`config.mk`:
```
export PLATFORM = sky130hd
export DESIGN_NAME = multicycle_control_unit_flat
export DESIGN_NICKNAME = d
export VERILOG_FILES = /design/src/rtl/multicycle_control_unit_pkg.sv /design/src/rtl/multicycle_control_unit_if.sv /design/src/rtl/multicycle_control_unit_wait_timer.sv /design/src/rtl/multicycle_control_unit.sv /design/src/flat_wrapper.sv
export SDC_FILE = /design/constraint.sdc
export NUM_CORES = 1
export LEC_CHECK = 0
export CORE_MARGIN = 3
export CORE_UTILIZATION = 44
export DETAILED_ROUTE_END_ITERATION = 8
export PLACE_DENSITY = 0.77
export SETUP_SLACK_MARGIN = 0.1
export SLEW_MARGIN = 25
export SYNTH_ARGS = -nofsm -noshare
export SYNTH_HDL_FRONTEND = slang
export SYNTH_SLANG_ARGS = --single-unit
```
`constraint.sdc`:
```
create_clock -name clk -period 3.17 [get_ports clk]
set_input_delay 0.634 -clock clk [delete_from_list [all_inputs] [get_ports clk]]
set_output_delay 0.634 -clock clk [all_outputs]
set_load 0.03 [all_outputs]
```
`src/rtl/multicycle_control_unit_pkg.sv`:
```
// Shared types and encodings for the multi-cycle MIPS control unit.
package mcu_pkg;

    typedef enum logic [3:0] {
        S_IDLE     = 4'd0,
        S_FETCH    = 4'd1,
        S_DECODE   = 4'd2,
        S_MEM_ADDR = 4'd3,
        S_MEM_RD   = 4'd4,
        S_MEM_WB   = 4'd5,
        S_MEM_WR   = 4'd6,
        S_R_EXEC   = 4'd7,
        S_R_WB     = 4'd8,
        S_BRANCH   = 4'd9,
        S_JUMP     = 4'd10,
        S_I_EXEC   = 4'd11,
        S_I_WB     = 4'd12,
        S_FAULT    = 4'd13
    } state_e;

    localparam logic [5:0] OP_RTYPE = 6'b000000;
    localparam logic [5:0] OP_LW    = 6'b100011;
    localparam logic [5:0] OP_SW    = 6'b101011;
    localparam logic [5:0] OP_BEQ   = 6'b000100;
    localparam logic [5:0] OP_J     = 6'b000010;
    localparam logic [5:0] OP_ADDI  = 6'b001000;

    localparam logic [1:0] ALU_ADD   = 2'b00;
    localparam logic [1:0] ALU_SUB   = 2'b01;
    localparam logic [1:0] ALU_FUNCT = 2'b10;

    localparam logic [1:0] SRCB_REG     = 2'b00;
    localparam logic [1:0] SRCB_FOUR    = 2'b01;
    localparam logic [1:0] SRCB_IMM     = 2'b10;
    localparam logic [1:0] SRCB_IMM_SH2 = 2'b11;

    localparam logic [1:0] PCSRC_ALU    = 2'b00;
    localparam logic [1:0] PCSRC_ALUOUT = 2'b01;
    localparam logic [1:0] PCSRC_JUMP   = 2'b10;

    // States that wait on the shared memory port and are guarded by the timer.
    function automatic logic is_wait_state(state_e s);
        return (s == S_FETCH) || (s == S_MEM_RD) || (s == S_MEM_WR);
    endfunction

endpackage

```
`src/rtl/multicycle_control_unit_if.sv`:
```
// Control-unit bundle: IR opcode / memory ready in, datapath controls and status out.
interface mcu_if #(
    parameter int OPCODE_W = 6,
    parameter int CNT_W    = 32
);
    logic [OPCODE_W-1:0] opcode;
    logic                mem_ready;
    logic                pc_write;
    logic                pc_write_cond;
    logic                i_or_d;
    logic                mem_read;
    logic                mem_write;
    logic                ir_write;
    logic                memto_reg;
    logic                reg_dst;
    logic                reg_write;
    logic                alu_src_a;
    logic [1:0]          alu_src_b;
    logic [1:0]          alu_op;
    logic [1:0]          pc_source;
    logic                illegal_op;
    logic                bus_error;
    logic [CNT_W-1:0]    retired;
    logic [3:0]          state;

    modport master (
        input  opcode, mem_ready,
        output pc_write, pc_write_cond, i_or_d, mem_read, mem_write, ir_write,
               memto_reg, reg_dst, reg_write, alu_src_a, alu_src_b, alu_op,
               pc_source, illegal_op, bus_error, retired, state
    );

    modport slave (
        output opcode, mem_ready,
        input  pc_write, pc_write_cond, i_or_d, mem_read, mem_write, ir_write,
               memto_reg, reg_dst, reg_write, alu_src_a, alu_src_b, alu_op,
               pc_source, illegal_op, bus_error, retired, state
    );
endinterface

```
`src/rtl/multicycle_control_unit_wait_timer.sv`:
```
// Memory wait counter; expired flags the stall cycle that would reach MEM_TIMEOUT.
module mcu_wait_timer #(
    parameter int MEM_TIMEOUT = 16
) (
    input  logic clk,
    input  logic rst,
    input  logic clear,
    input  logic incr,
    output logic expired
);
    localparam int W = $clog2(MEM_TIMEOUT + 1);

    logic [W-1:0] cnt_q, cnt_d;

    always_comb begin
        cnt_d = cnt_q;
        if (clear)
            cnt_d = '0;
        else if (incr)
            cnt_d = cnt_q + W'(1);
    end

    always_ff @(posedge clk or posedge rst) begin
        if (rst)
            cnt_q <= '0;
        else
            cnt_q <= cnt_d;
    end

    assign expired = incr && (cnt_q == W'(MEM_TIMEOUT - 1));

endmodule

```
`src/rtl/multicycle_control_unit.sv`:
```
// Multi-cycle MIPS main control FSM with memory timeout, illegal-opcode detect and retire count.
//   state    | meaning
//   IDLE     | post-reset, go fetch
//   FETCH    | read instruction, PC += 4 on ready
//   DECODE   | read regs, compute branch target, dispatch on opcode
//   MEM_ADDR | lw/sw effective address
//   MEM_RD   | data read            MEM_WB | load writeback
//   MEM_WR   | data write           R_EXEC / R_WB | R-type ALU / writeback
//   BRANCH   | beq compare          JUMP  | j
//   I_EXEC   | addi ALU             I_WB  | addi writeback
//   FAULT    | memory timeout, held until reset
module multicycle_control_unit
    import mcu_pkg::*;
#(
    parameter int OPCODE_W     = 6,
    parameter int MEM_TIMEOUT  = 16,
    parameter bit SUPPORT_ADDI = 1'b1,
    parameter int CNT_W        = 32
) (
    input  logic clk,
    input  logic rst,
    mcu_if.master bus
);
    state_e           state_q, state_d;
    logic [CNT_W-1:0] retired_q, retired_d;
    logic             bus_error_q, bus_error_d;

    logic       pc_write, pc_write_cond, i_or_d, mem_read, mem_write, ir_write;
    logic       memto_reg, reg_dst, reg_write, alu_src_a, illegal_op, retire;
    logic [1:0] alu_src_b, alu_op, pc_source;
    logic       wait_incr, wait_clear, wait_expired;

    assign wait_incr  = is_wait_state(state_q) && !bus.mem_ready;
    assign wait_clear = (state_d != state_q);

    mcu_wait_timer #(.MEM_TIMEOUT(MEM_TIMEOUT)) u_wait_timer (
        .clk     (clk),
        .rst     (rst),
        .clear   (wait_clear),
        .incr    (wait_incr),
        .expired (wait_expired)
    );

    always_comb begin
        state_d       = state_q;
        pc_write      = 1'b0;
        pc_write_cond = 1'b0;
        i_or_d        = 1'b0;
        mem_read      = 1'b0;
        mem_write     = 1'b0;
        ir_write      = 1'b0;
        memto_reg     = 1'b0;
        reg_dst       = 1'b0;
        reg_write     = 1'b0;
        alu_src_a     = 1'b0;
        alu_src_b     = SRCB_REG;
        alu_op        = ALU_ADD;
        pc_source     = PCSRC_ALU;
        illegal_op    = 1'b0;
        retire        = 1'b0;
        case (state_q)
            S_IDLE: state_d = S_FETCH;
            S_FETCH: begin
                mem_read  = 1'b1;
                alu_src_b = SRCB_FOUR;
                ir_write  = bus.mem_ready;
                pc_write  = bus.mem_ready;
                if (bus.mem_ready)
                    state_d = S_DECODE;
                else if (wait_expired)
                    state_d = S_FAULT;
            end
            S_DECODE: begin
                alu_src_b = SRCB_IMM_SH2;
                if (bus.opcode == OPCODE_W'(OP_RTYPE))
                    state_d = S_R_EXEC;
                else if (bus.opcode == OPCODE_W'(OP_LW) || bus.opcode == OPCODE_W'(OP_SW))
                    state_d = S_MEM_ADDR;
                else if (bus.opcode == OPCODE_W'(OP_BEQ))
                    state_d = S_BRANCH;
                else if (bus.opcode == OPCODE_W'(OP_J))
                    state_d = S_JUMP;
                else if (SUPPORT_ADDI && bus.opcode == OPCODE_W'(OP_ADDI))
                    state_d = S_I_EXEC;
                else begin
                    illegal_op = 1'b1;
                    state_d    = S_FETCH;
                end
            end
            S_MEM_ADDR: begin
                alu_src_a = 1'b1;
                alu_src_b = SRCB_IMM;
                // IR is still held, so the opcode picks load versus store here.
                state_d   = (bus.opcode == OPCODE_W'(OP_LW)) ? S_MEM_RD : S_MEM_WR;
            end
            S_MEM_RD: begin
                mem_read = 1'b1;
                i_or_d   = 1'b1;
                if (bus.mem_ready)
                    state_d = S_MEM_WB;
                else if (wait_expired)
                    state_d = S_FAULT;
            end
            S_MEM_WB: begin
                memto_reg = 1'b1;
                reg_write = 1'b1;
                retire    = 1'b1;
                state_d   = S_FETCH;
            end
            S_MEM_WR: begin
                mem_write = 1'b1;
                i_or_d    = 1'b1;
                if (bus.mem_ready) begin
                    retire  = 1'b1;
                    state_d = S_FETCH;
                end else if (wait_expired)
                    state_d = S_FAULT;
            end
            S_R_EXEC: begin
                alu_src_a = 1'b1;
                alu_op    = ALU_FUNCT;
                state_d   = S_R_WB;
            end
            S_R_WB: begin
                reg_dst   = 1'b1;
                reg_write = 1'b1;
                retire    = 1'b1;
                state_d   = S_FETCH;
            end
            S_BRANCH: begin
                alu_src_a     = 1'b1;
                alu_op        = ALU_SUB;
                pc_write_cond = 1'b1;
                pc_source     = PCSRC_ALUOUT;
                retire        = 1'b1;
                state_d       = S_FETCH;
            end
            S_JUMP: begin
                pc_write  = 1'b1;
                pc_source = PCSRC_JUMP;
                retire    = 1'b1;
                state_d   = S_FETCH;
            end
            S_I_EXEC: begin
                alu_src_a = 1'b1;
                alu_src_b = SRCB_IMM;
                state_d   = S_I_WB;
            end
            S_I_WB: begin
                reg_write = 1'b1;
                retire    = 1'b1;
                state_d   = S_FETCH;
            end
            S_FAULT: state_d = S_FAULT;
            default: state_d = S_IDLE;
        endcase
    end

    always_comb begin
        retired_d   = retired_q + CNT_W'(retire);
        bus_error_d = bus_error_q | (state_d == S_FAULT);
    end

    always_ff @(posedge clk or posedge rst) begin
        if (rst) begin
            state_q     <= S_IDLE;
            retired_q   <= '0;
            bus_error_q <= 1'b0;
        end else begin
            state_q     <= state_d;
            retired_q   <= retired_d;
            bus_error_q <= bus_error_d;
        end
    end

    assign bus.pc_write      = pc_write;
    assign bus.pc_write_cond = pc_write_cond;
    assign bus.i_or_d        = i_or_d;
    assign bus.mem_read      = mem_read;
    assign bus.mem_write     = mem_write;
    assign bus.ir_write      = ir_write;
    assign bus.memto_reg     = memto_reg;
    assign bus.reg_dst       = reg_dst;
    assign bus.reg_write     = reg_write;
    assign bus.alu_src_a     = alu_src_a;
    assign bus.alu_src_b     = alu_src_b;
    assign bus.alu_op        = alu_op;
    assign bus.pc_source     = pc_source;
    assign bus.illegal_op    = illegal_op;
    assign bus.bus_error     = bus_error_q;
    assign bus.retired       = retired_q;
    assign bus.state         = state_q;

endmodule

```
`src/flat_wrapper.sv`:
```
// flat-port wrapper written by rule: the top's interface ports become plain ports
module multicycle_control_unit_flat import mcu_pkg::*;
#(
    parameter int OPCODE_W     = 6,
    parameter int MEM_TIMEOUT  = 16,
    parameter bit SUPPORT_ADDI = 1'b1,
    parameter int CNT_W        = 32
)
  (clk, rst, bus_opcode, bus_mem_ready, bus_pc_write, bus_pc_write_cond, bus_i_or_d, bus_mem_read, bus_mem_write, bus_ir_write, bus_memto_reg, bus_reg_dst, bus_reg_write, bus_alu_src_a, bus_alu_src_b, bus_alu_op, bus_pc_source, bus_illegal_op, bus_bus_error, bus_retired, bus_state);
  mcu_if #(.OPCODE_W(OPCODE_W), .CNT_W(CNT_W)) bus_i ();
  input  logic clk;
  input  logic rst;
  input wire logic [$bits(bus_i.opcode)-1:0] bus_opcode;
  input wire logic [$bits(bus_i.mem_ready)-1:0] bus_mem_ready;
  output wire logic [$bits(bus_i.pc_write)-1:0] bus_pc_write;
  output wire logic [$bits(bus_i.pc_write_cond)-1:0] bus_pc_write_cond;
  output wire logic [$bits(bus_i.i_or_d)-1:0] bus_i_or_d;
  output wire logic [$bits(bus_i.mem_read)-1:0] bus_mem_read;
  output wire logic [$bits(bus_i.mem_write)-1:0] bus_mem_write;
  output wire logic [$bits(bus_i.ir_write)-1:0] bus_ir_write;
  output wire logic [$bits(bus_i.memto_reg)-1:0] bus_memto_reg;
  output wire logic [$bits(bus_i.reg_dst)-1:0] bus_reg_dst;
  output wire logic [$bits(bus_i.reg_write)-1:0] bus_reg_write;
  output wire logic [$bits(bus_i.alu_src_a)-1:0] bus_alu_src_a;
  output wire logic [$bits(bus_i.alu_src_b)-1:0] bus_alu_src_b;
  output wire logic [$bits(bus_i.alu_op)-1:0] bus_alu_op;
  output wire logic [$bits(bus_i.pc_source)-1:0] bus_pc_source;
  output wire logic [$bits(bus_i.illegal_op)-1:0] bus_illegal_op;
  output wire logic [$bits(bus_i.bus_error)-1:0] bus_bus_error;
  output wire logic [$bits(bus_i.retired)-1:0] bus_retired;
  output wire logic [$bits(bus_i.state)-1:0] bus_state;
  assign bus_i.opcode = bus_opcode;
  assign bus_i.mem_ready = bus_mem_ready;
  assign bus_pc_write = bus_i.pc_write;
  assign bus_pc_write_cond = bus_i.pc_write_cond;
  assign bus_i_or_d = bus_i.i_or_d;
  assign bus_mem_read = bus_i.mem_read;
  assign bus_mem_write = bus_i.mem_write;
  assign bus_ir_write = bus_i.ir_write;
  assign bus_memto_reg = bus_i.memto_reg;
  assign bus_reg_dst = bus_i.reg_dst;
  assign bus_reg_write = bus_i.reg_write;
  assign bus_alu_src_a = bus_i.alu_src_a;
  assign bus_alu_src_b = bus_i.alu_src_b;
  assign bus_alu_op = bus_i.alu_op;
  assign bus_pc_source = bus_i.pc_source;
  assign bus_illegal_op = bus_i.illegal_op;
  assign bus_bus_error = bus_i.bus_error;
  assign bus_retired = bus_i.retired;
  assign bus_state = bus_i.state;
  multicycle_control_unit #(.OPCODE_W(OPCODE_W), .MEM_TIMEOUT(MEM_TIMEOUT), .SUPPORT_ADDI(SUPPORT_ADDI), .CNT_W(CNT_W)) u_core (.clk(clk), .rst(rst), .bus(bus_i));
endmodule
```
==> Word-level counts from Yosys, hierarchy flattened <==
Index checks and enable logic that the tools add are counted.
{ "totals": {"reg_bits": 42, "inputBits": 9, "out_inout_bits": 54, "wordCells": 78} }
{ "op_classes": {"n_addsub": 2, "n_eq_ne": 21, "mux": 34, "bitwise": 1, "n_reduce_logical": 16} }
{ "ops": {"columns": ["cell", "count"], "rows": [
  ["4-bit 2-to-1 mux", 9],
  ["4-bit case mux with 9 select lines", 1],
  ["32-bit by 1-bit adder with 32-bit output", 1],
  ["4-bit equality test (second input constant)", 7],
  ["4-bit by 3-bit equality test with 1-bit output (second input constant)", 4],
  ["1-bit 2-to-1 mux", 16],
  ["6-bit equality test (second input constant)", 2],
  ["5-bit 2-to-1 mux", 2],
  ["4-bit by 2-bit equality test with 1-bit output (second input constant)", 2],
  ["2-bit case mux with 2 select lines", 2],
  ["6-bit by 2-bit equality test with 1-bit output (second input constant)", 1],
  ["6-bit by 3-bit equality test with 1-bit output (second input constant)", 1],
  ["6-bit by 4-bit equality test with 1-bit output (second input constant)", 1],
  ["6-bit logical NOT", 1],
  ["2-bit case mux with 3 select lines", 1],
  ["2-bit OR reduction", 3],
  ["6-bit OR reduction", 1],
  ["5-bit by 1-bit adder with 5-bit output (second input constant)", 1],
  ["5-bit by 4-bit equality test with 1-bit output (second input constant)", 1],
  ["5-bit OR reduction", 1],
  ["4-bit by 1-bit equality test with 1-bit output (second input constant)", 1],
  ["4-bit logical NOT", 1],
  ["4-bit inequality test", 1],
  ["1-bit case mux with 2 select lines", 2],
  ["other kinds (8)", 11]
]} }

==> Longest topological paths before layout <==
Gate-level depths: netlist of the first run.
{ "logic_depth": {"depth_word": 10, "depth_mapped": 12, "depth_no_buf": 11} }

==> Cells and area by module <==
A second synthesis of the first run with hierarchy kept.
{ "unflattened": {"hier_cells": 247, "hier_area_um2": 2408.6} }
{ "by_module_without_submodules": {"columns": ["module", "n_inst", "cells_each", "area_per_inst_um2", "seq_area_each_um2"], "rows": [
  ["multicycle_control_unit", 1, 222, 2119.5, 925.9],
  ["mcu_wait_timer", 1, 25, 289.0, 125.1]
]} }

==> Worst setup path before layout of the first run <==
OpenSTA, ideal clock, no wires.
{ "synth_timing": {"path_kind": "reg-to-reg", "startpoint": "reg u_core.state_q[2], in the netlist u_core.bus.state[2]", "endpoint": "reg u_core.retired_q[26], in the netlist u_core.bus.retired[26]", "setup_time_ps": 134, "t_arrival_ps": 3024, "required_time_ps": 3036, "path_slack_ps": 12, "stages_incl_launch_ff": 13, "path_buffers": 2, "synth_period_minus_slack_ps": 3158, "cell_sequence": "dfrtp_1 > buf_1 > clkbuf_1 > maj3_1 > o22ai_1 > ha_1 > ha_1 > nand4_1 > nor3_1 > nand3_1 > nor2_1 > nand3_1 > xnor2_1"} }
{ "synth_between": {"elab_chain_cells": 4, "elab_cells_between_ends": 9, "cone_classes": "add/sub (1); eq/ne (6); mux (1); reduce/logical (1)"} }
{ "synth_rtl": {"columns": ["item", "line_no", "rtl"], "rows": [
  ["start: declaration", "multicycle_control_unit.sv:24", "state_e state_q, state_d;"],
  ["start signal: assignment", "multicycle_control_unit.sv:170", "state_q <= state_d;"],
  ["4-bit by 3-bit equality test with 1-bit output / 4-bit equality test (equally long branches)", "multicycle_control_unit.sv:61", "case (state_q)"],
  ["5-bit OR reduction (no line)", null, null],
  ["1-bit case mux with 2 select lines *", "multicycle_control_unit.sv:61", null],
  ["32-bit by 1-bit adder with 32-bit output *", "multicycle_control_unit.sv:160", "retired_d = retired_q + CNT_W'(retire);"],
  ["named net u_core.retired_d[26]", "multicycle_control_unit.sv:25", "logic [CNT_W-1:0] retired_q, retired_d;"],
  ["end signal: assignment", "multicycle_control_unit.sv:171", "retired_q <= retired_d;"],
  ["end: declaration", "multicycle_control_unit.sv:25", null]
]} }
The timed path passes the listed nets; every way through them passes the cells marked *.
A chain may end at the register's enable or synchronous reset.

==> Final worst setup path of the first run <==
{ "layout_timing": {"startpoint": "in bus_mem_ready", "endpoint": "out bus_ir_write"} }
{ "layout_between": {"elab_chain_cells": 1} }
{ "layout_rtl": {"columns": ["item", "line_no", "rtl"], "rows": [
  ["start: declaration", "flat_wrapper.sv:14", "input wire logic [$bits(bus_i.mem_ready)-1:0] bus_mem_ready;"],
  ["1-bit 2-to-1 mux", "multicycle_control_unit.sv:61", null],
  ["end: declaration", "flat_wrapper.sv:20", "output wire logic [$bits(bus_i.ir_write)-1:0] bus_ir_write;"]
]} }
No other way between the ends.

==> flow_summary.json, run 1 <==
{
  "overflow": 0,
  "critPathArrivalTime_ns": 2.30,
  "first_iter_violations": 76,
  "min_delay_path_depth": 1,
  "grt_pass1_wl_um": 9080,
  "vdd_ir_drop_max_uv": 391,
  "row_count": 25,
  "worst_slew_pin_slew_ns": 0.508,
  "p_leak_nw": 1.41,
  "drt-pass1-iter-count": 4,
  "cts_root_buffer": "clkbuf_8",
  "synth_most_common_cell": "dfrtp_1",
  "antenna_found_initial": 0,
  "power_per_cell_area_nw_per_um2": 686,
  "antennaDiodeCount": 0,
  "power_w": 0.00221,
  "place_ws_ns": 0.0286,
  "r2r_end": "u_core.bus.retired[27]$_DFF_PP0_",
  "post-route-drc-count": 0,
  "synth_seq_cells": 42,
  "endpoint_kind": "output pin",
  "antenna_left": 0,
  "gp_congestion": 0.858,
  "synth_cell_type_count": 52,
  "synth-async-reset-ratio": 1.00,
  "grt_max_degree": 43,
  "initial_core_util": 0.473,
  "crit_chain": "clkdlybuf4s50_1, inv_1, nor4_2, clkdlybuf4s50_1",
  "hpwl_um": 4010,
  "htreeDepth": 2,
  "maxCapViolCount": 0,
  "synthCells": 240,
  "status": "completed",
  "clk_pin_slew_ns": 0.07,
  "fin_nets": 327,
  "cp_top_family": "buffers and inverters",
  "fin_hold_ws_ns": 0.475,
  "synthAdderAreaFrac": 0.0299,
  "io_pins": 63,
  "syn-cell-area_um2": 2340,
  "vias": 1999,
  "cts.repair.resized": 0,
  "top_usage_layer": "met2",
  "synth.largest_area_cell": "dfrtp_1",
  "clk_latency_ns": 0.29,
  "hold_viol_final": 0,
  "tns_ns": 0,
  "synth_compound_area_frac": 0.117,
  "numCtsBuffers": 5,
  "rsz0062_at_grt": "no",
  "port_buffers": 62,
  "fin_ws_ns": 0.237,
  "synth_top_family_by_area": "simple AND/OR/NAND/NOR gates",
  "hold_class": "flip-flop to flip-flop",
  "synth_commonest_cells": "42 x dfrtp_1, 26 x nor2_1, 25 x xnor2_1",
  "post_cts_buffers": 0,
  "die-width_um": 78.9,
  "cp_data_required_time_ns": 2.54,
  "drive_gt1_frac": 0.121,
  "min_to": "u_core.bus.retired[31]$_DFF_PP0_",
  "core_um2": 4940,
  "synth-simple-area-share": 0.220,
  "cts_tree": "built",
  "syn_nets": 253,
  "grt_pass1_vias": 1962,
  "finalMaxSlewViolations": 0,
  "area_growth_pct": 37.4,
  "start_kind": "input port",
  "ctsHoldBuffers": 0,
  "wl_um": 5270,
  "grt_use_met2": 0.294,
  "finalSetupViolations": 0,
  "path_common_cell": "clkdlybuf4s50_1",
  "path_buf_inv": 3,
  "ys.flop_type": "dfrtp_1",
  "slowest_delay_ns": 0.74,
  "synth.top_cell.area_share": 0.449,
  "reg2reg_depth": 10,
  "grtUsageMet1": 0.243,
  "fmax_mhz": 341,
  "cts_max_path_buffers": 2,
  "cpMaxStageDelayCell": "clkdlybuf4s50_1",
  "yosysWarnings": 0,
  "fin_util": 0.650,
  "vias_per_cell": 5.23,
  "r2r_start": "u_core.bus.state[1]$_DFF_PP0_",
  "synthMuxAreaShare": 0.00909,
  "finalCriticalPeriod_ns": 2.93,
  "synthTopCellsByArea": "dfrtp_1 45%, xnor2_1 9.4%, xor2_1 4.5%",
  "r2r_slack_ns": 0.49,
  "synth_edf_count": 0,
  "finClkSkew_ns": 0.00599,
  "worstSetupPathType": "input port to output pin",
  "ys_seq_area_frac": 0.449,
  "syn_avg_cell_area_um2": 9.75,
  "cts.sinks": 42,
  "min_from": "u_core.bus.retired[31]$_DFF_PP0_",
  "die_y_um": 78.9,
  "grtUsageTotal": 0.179,
  "fin_crit_sh": 0.925,
  "max_slew_margin": 0.661,
  "grtUsageMet3": 0.0329,
  "nFillCells": 422,
  "critPathMaxFanout": 4,
  "die_area_um2": 6230,
  "wire_per_inst_um": 13.8,
  "synth-xor-area-share": 0.139
}
## worst max path at each step
| stage | cells after the start | end | startpoint |
|---|---|---|---|
| after floorplan | 11 | u_core.bus.retired[27]$_DFF_PP0_ | u_core.bus.state[2]$_DFF_PP0_ |
| after detailed placement | 12 | u_core.bus.retired[26]$_DFF_PP0_ | bus_mem_ready |
| final | 4 | bus_ir_write | bus_mem_ready |
| after CTS | 5 | bus_illegal_op | bus_opcode[1] |
| after global routing | 12 | u_core.bus.retired[26]$_DFF_PP0_ | bus_mem_ready |
| after global placement | 11 | u_core.bus.retired[27]$_DFF_PP0_ | bus_mem_ready |
## per-layer routing
layer / part of all wire / vias to the layer above / wire length (µm)
met5: 0 / - / 0
met3: 0.059 / 4 / 310
met1: 0.47 / 948 / 2460
li1: - / 986 / -
met4: 0.0066 / 0 / 35
met2: 0.47 / 61 / 2470
## layout by cell type (no fill, tap or decap), types with 2 or more instances in the layout
master / synthesis / layout
xor2_1: 12 / 12
maj3_1: 2 / 2
nand3_1: 12 / 12
clkdlybuf4s50_1: 0 / 60
inv_2: 2 / 2
inv_1: 6 / 6
nand3_2: 2 / 2
nor3_1: 7 / 6
nand2b_1: 5 / 5
nor4_2: 2 / 2
and4_1: 2 / 2
o22ai_1: 3 / 3
a21oi_1: 8 / 8
buf_4: 3 / 16
and3_1: 8 / 8
o21ai_1: 4 / 4
ha_1: 4 / 4
clkbuf_8: 0 / 6
dfrtp_1: 42 / 42
xnor2_1: 25 / 25
nand4_1: 7 / 7
nor2_1: 26 / 25
nand2_1: 19 / 19
o21a_1: 2 / 2
o21ai_0: 3 / 3
dlymetal6s2s_1: 0 / 2
## sequential cells by signal, indices dropped and copies added, names as in the netlist
name,count
u_core.bus.bus_error,1
u_core.bus.retired,32
u_core.bus.state,4
u_core.u_wait_timer.cnt_q,5
## logic make-up (layout without fill, tap and decap cells)
group	Yosys count	after routing
AND/OR/NAND/NOR	98	98
flip-flops	42	42
XOR/XNOR	37	37
AO/OA/AOI/OAI	36	36
buffers and inverters	19	94
adder cells (fa/ha/maj)	6	6
multiplexers	2	2
## stage by stage
| stage | cell area (µm²) | cells |
|---|---|---|
| 2_1_floorplan | 2350 | 240 |
| 3_3_place_gp | 3120 | 374 |
| 5_1_grt | 3210 | 382 |
| 4_1_cts | 3210 | 382 |
| 3_5_place_dp | 3120 | 374 |
| 6_report | 3210 | 382 |
## area by class of cell
class / instances / area [µm²] / area share
clock buffers: 7 / 86.3 / 0.0269
clock inverters: 1 / 5.00 / 0.00156
repair buffers: 78 / 746 / 0.232
well taps: 67 / 83.8 / 0.0261
flip-flops and latches: 42 / 1050 / 0.327
inverters: 8 / 30.0 / 0.00934
multi-input cells: 179 / 1210 / 0.377
## worst reg2reg max path, delay by kind of cell (launching register included)
family | cells | cell delay (ns)
AND/OR/NAND/NOR | 6 | 1.25
flip-flops | 1 | 0.60
AO/OA/AOI/OAI | 2 | 0.36
adder cells (fa/ha/maj) | 1 | 0.23
XOR/XNOR | 1 | 0.14
## power by group
group	switching (W)	internal (W)	leakage [nW]	total [W]
Clock	0.000169	0.000176	0.0482	0.000345
Combinational	0.000659	0.000498	0.799	0.00116
Sequential	0.000107	0.000599	0.567	0.000705
Note: power is estimated with default switching activity, not from simulation.
==> run 2, diff against run 1 <==
--- a/config.mk
+++ b/config.mk
@@ -8,6 +8,7 @@
 export CORE_MARGIN = 3
 export CORE_UTILIZATION = 44
 export DETAILED_ROUTE_END_ITERATION = 8
+export HOLD_SLACK_MARGIN = 0.15
 export PLACE_DENSITY = 0.77
 export SETUP_SLACK_MARGIN = 0.1
 export SLEW_MARGIN = 25
==> results of run 2 <==
Same layout as run 1: the final DEF is identical, and so are final timing and power.
==> run 3, diff against run 2 <==
--- a/config.mk
+++ b/config.mk
@@ -6,10 +6,10 @@
 export NUM_CORES = 1
 export LEC_CHECK = 0
 export CORE_MARGIN = 3
-export CORE_UTILIZATION = 44
+export CORE_UTILIZATION = 35
 export DETAILED_ROUTE_END_ITERATION = 8
 export HOLD_SLACK_MARGIN = 0.15
-export PLACE_DENSITY = 0.77
+export PLACE_DENSITY = 0.61
 export SETUP_SLACK_MARGIN = 0.1
 export SLEW_MARGIN = 25
 export SYNTH_ARGS = -nofsm -noshare
==> constraint.sdc (replaced) <==
create_clock -name clk -period 2.7 [get_ports clk]
set_input_delay 0.54 -clock clk [delete_from_list [all_inputs] [get_ports clk]]
set_output_delay 0.54 -clock clk [all_outputs]
set_load 0.03 [all_outputs]
==> run 3 against run 2 <==
Against the previous run: via count down 0.50%; register-to-register slack worse by 0.21 ns; non-clock buffer count up 7; flip-flop and latch count unchanged; core utilization down 13 points; design area up 4.0%; count of clock-buffer cells in the layout down 1; total power up 19%; largest power group unchanged.
==> flow_summary.json, run 3 (synthesis gave the netlist of run 1 again) <==
{
  "status": "completed",
  "min_to": "u_core.bus.retired[31]$_DFF_PP0_",
  "p_switching_w": 0.00112,
  "grtUsageTotal": 0.153,
  "cpMaxStageDelayCell": "clkdlybuf4s50_1",
  "ctsHoldBuffers": 0,
  "hpwl_um": 4150,
  "power_frac_clock": 0.159,
  "place_ws_ns": -0.178,
  "max_slew_margin": 0.663,
  "power_per_cell_area_nw_per_um2": 787,
  "cts_max_path_buffers": 2,
  "p_leak_nw": 1.49,
  "maxCapViolCount": 0,
  "grt_pass1_wl_um": 9430,
  "post-route-drc-count": 0,
  "area_growth_pct": 42.8,
  "seqPwrFrac": 0.305,
  "first_iter_violations": 48,
  "wl_um": 5500,
  "r2r_slack_ns": 0.28,
  "clk_pin_slew_ns": 0.08,
  "fin_nets": 334,
  "vias_per_cell": 4.98,
  "tns_ns": 0,
  "largest_register_ff_count": 32,
  "htreeDepth": 2,
  "r2r_end": "u_core.bus.retired[26]$_DFF_PP0_",
  "min_delay_path_depth": 1,
  "r2r_start": "u_core.bus.state[0]$_DFF_PP0_",
  "vias": 1989,
  "most-common-layout-cells": "55 x clkdlybuf4s50_1, 40 x dfrtp_1, 25 x buf_4",
  "reg2reg_depth": 11,
  "cts.sinks": 42,
  "grt_pass1_vias": 2039,
  "overflow": 0,
  "die_area_um2": 7700,
  "p_sw_frac": 0.426,
  "vdd_ir_drop_max_uv": 339,
  "fin_area_um2": 3340,
  "drive_gt1_frac": 0.180,
  "numCtsBuffers": 5,
  "rsz0062_at_grt": "yes",
  "finalCriticalPeriod_ns": 2.48,
  "slowest_delay_ns": 0.70,
  "finalSetupViolations": 0,
  "hold_viol_final": 0,
  "antenna_found_initial": 0,
  "finalMaxSlewViolations": 0,
  "worst_slew_pin_slew_ns": 0.505,
  "power_frac_comb": 0.536,
  "fin_ws_ns": 0.215,
  "port_buffers": 62,
  "critPathMaxFanout": 8,
  "die_y_um": 87.8,
  "initial_core_util": 0.364,
  "final_common_cell": "clkdlybuf4s50_1",
  "cts_root_buffer": "clkbuf_8",
  "antennaDiodeCount": 0,
  "gp_congestion": 0.804,
  "row_count": 29,
  "p_int_w": 0.00151,
  "min_from": "u_core.bus.retired[31]$_DFF_PP0_",
  "cts_tree": "built",
  "path_buf_inv": 2,
  "core_um2": 6420,
  "cp_top_family": "buffers and inverters",
  "antenna_left": 0,
  "wire_per_inst_um": 13.8,
  "place_area_um2": 3230,
  "finClkSkew_ns": 0.00539,
  "worstSetupPathType": "flip-flop to output pin",
  "grt_max_degree": 32,
  "crit_chain": "nand2b_1, buf_4, nor2_1, clkdlybuf4s50_1",
  "fin_crit_sh": 0.920,
  "drt-pass1-iter-count": 4,
  "endpoint_kind": "output pin",
  "io_pins": 63,
  "fmax_mhz": 402,
  "start_kind": "flip-flop",
  "hold_class": "flip-flop to flip-flop",
  "clk_latency_ns": 0.29,
  "die-width_um": 87.8,
  "cp_data_required_time_ns": 2.16,
  "critPathArrivalTime_ns": 1.94
}
run 3: cell types whose count changed in the layout (fill, tap and decap cells not counted), sizes merged:
cell | before | now
dlygate4sd2 | 0 | 1
clkdlybuf4s50 | 60 | 55
clkinvlp | 0 | 1
dlymetal6s2s | 2 | 3
buf | 16 | 26
clkbuf | 7 | 6
run 3: routing by layer:
| metal | track usage | routed length (µm) | up-vias |
|---|---|---|---|
| met5 | 0 | 0 | - |
| met4 | 0.0544 | 80 | 0 |
| met3 | 0.0405 | 385 | 6 |
| met2 | 0.238 | 2430 | 58 |
| met1 | 0.207 | 2610 | 931 |
| li1 | - | - | 994 |
run 3: metrics by stage:
stage	hold WS (ns)	utilization	total power [W]	cells
3_5_place_dp	0.457	0.502	0.00225	390
6_report	0.476	0.520	0.00263	399
5_1_grt	0.511	0.520	0.00281	399
3_3_place_gp	0.460	0.502	0.00224	390
4_1_cts	0.475	0.517	0.00267	398
2_1_floorplan	0.480	-	0.00175	240
run 3: power by group through the flow:
stage	clock (W)	combinational, W	sequential [W]
3_3_place_gp	0	0.00142	0.000820
2_1_floorplan	0	0.000818	0.000928
5_1_grt	0.000464	0.00152	0.000822
6_report	0.000417	0.00141	0.000802
3_5_place_dp	0	0.00143	0.000819
4_1_cts	0.000438	0.00143	0.000806
run 3: worst max path at each step:
| stage | startpoint | cells after the start | slack, ns | endpoint |
|---|---|---|---|---|
| floorplan | u_core.bus.state[2]$_DFF_PP0_ | 12 | 0.07 | u_core.bus.retired[26]$_DFF_PP0_ |
| global placement | bus_mem_ready | 11 | -0.12 | u_core.bus.retired[27]$_DFF_PP0_ |
| detailed placement | bus_mem_ready | 11 | -0.18 | u_core.bus.retired[27]$_DFF_PP0_ |
| CTS | u_core.bus.state[2]$_DFF_PP0_ | 4 | 0.12 | bus_i_or_d |
| global route | u_core.bus.state[0]$_DFF_PP0_ | 11 | 0.1 | u_core.bus.retired[26]$_DFF_PP0_ |
| finish | u_core.bus.state[1]$_DFF_PP0_ | 4 | 0.22 | bus_pc_source[0] |
run 3: timing repair:
action                     CTS  global route
pin swaps                    0             4
setup buffers                0             1
setup endpoints to repair    1            13
resized for setup            1             4
run 3: layout make-up:
class / instances / area [µm²]
Tap cell: 77 / 96.3
Clock inverter: 2 / 12.5
Sequential cell: 42 / 1050
Timing Repair Buffer: 85 / 805
Fill cell: 626 / 3080
Multi-Input combinational cell: 179 / 1260
Inverter: 8 / 30.0
Clock buffer: 6 / 82.6
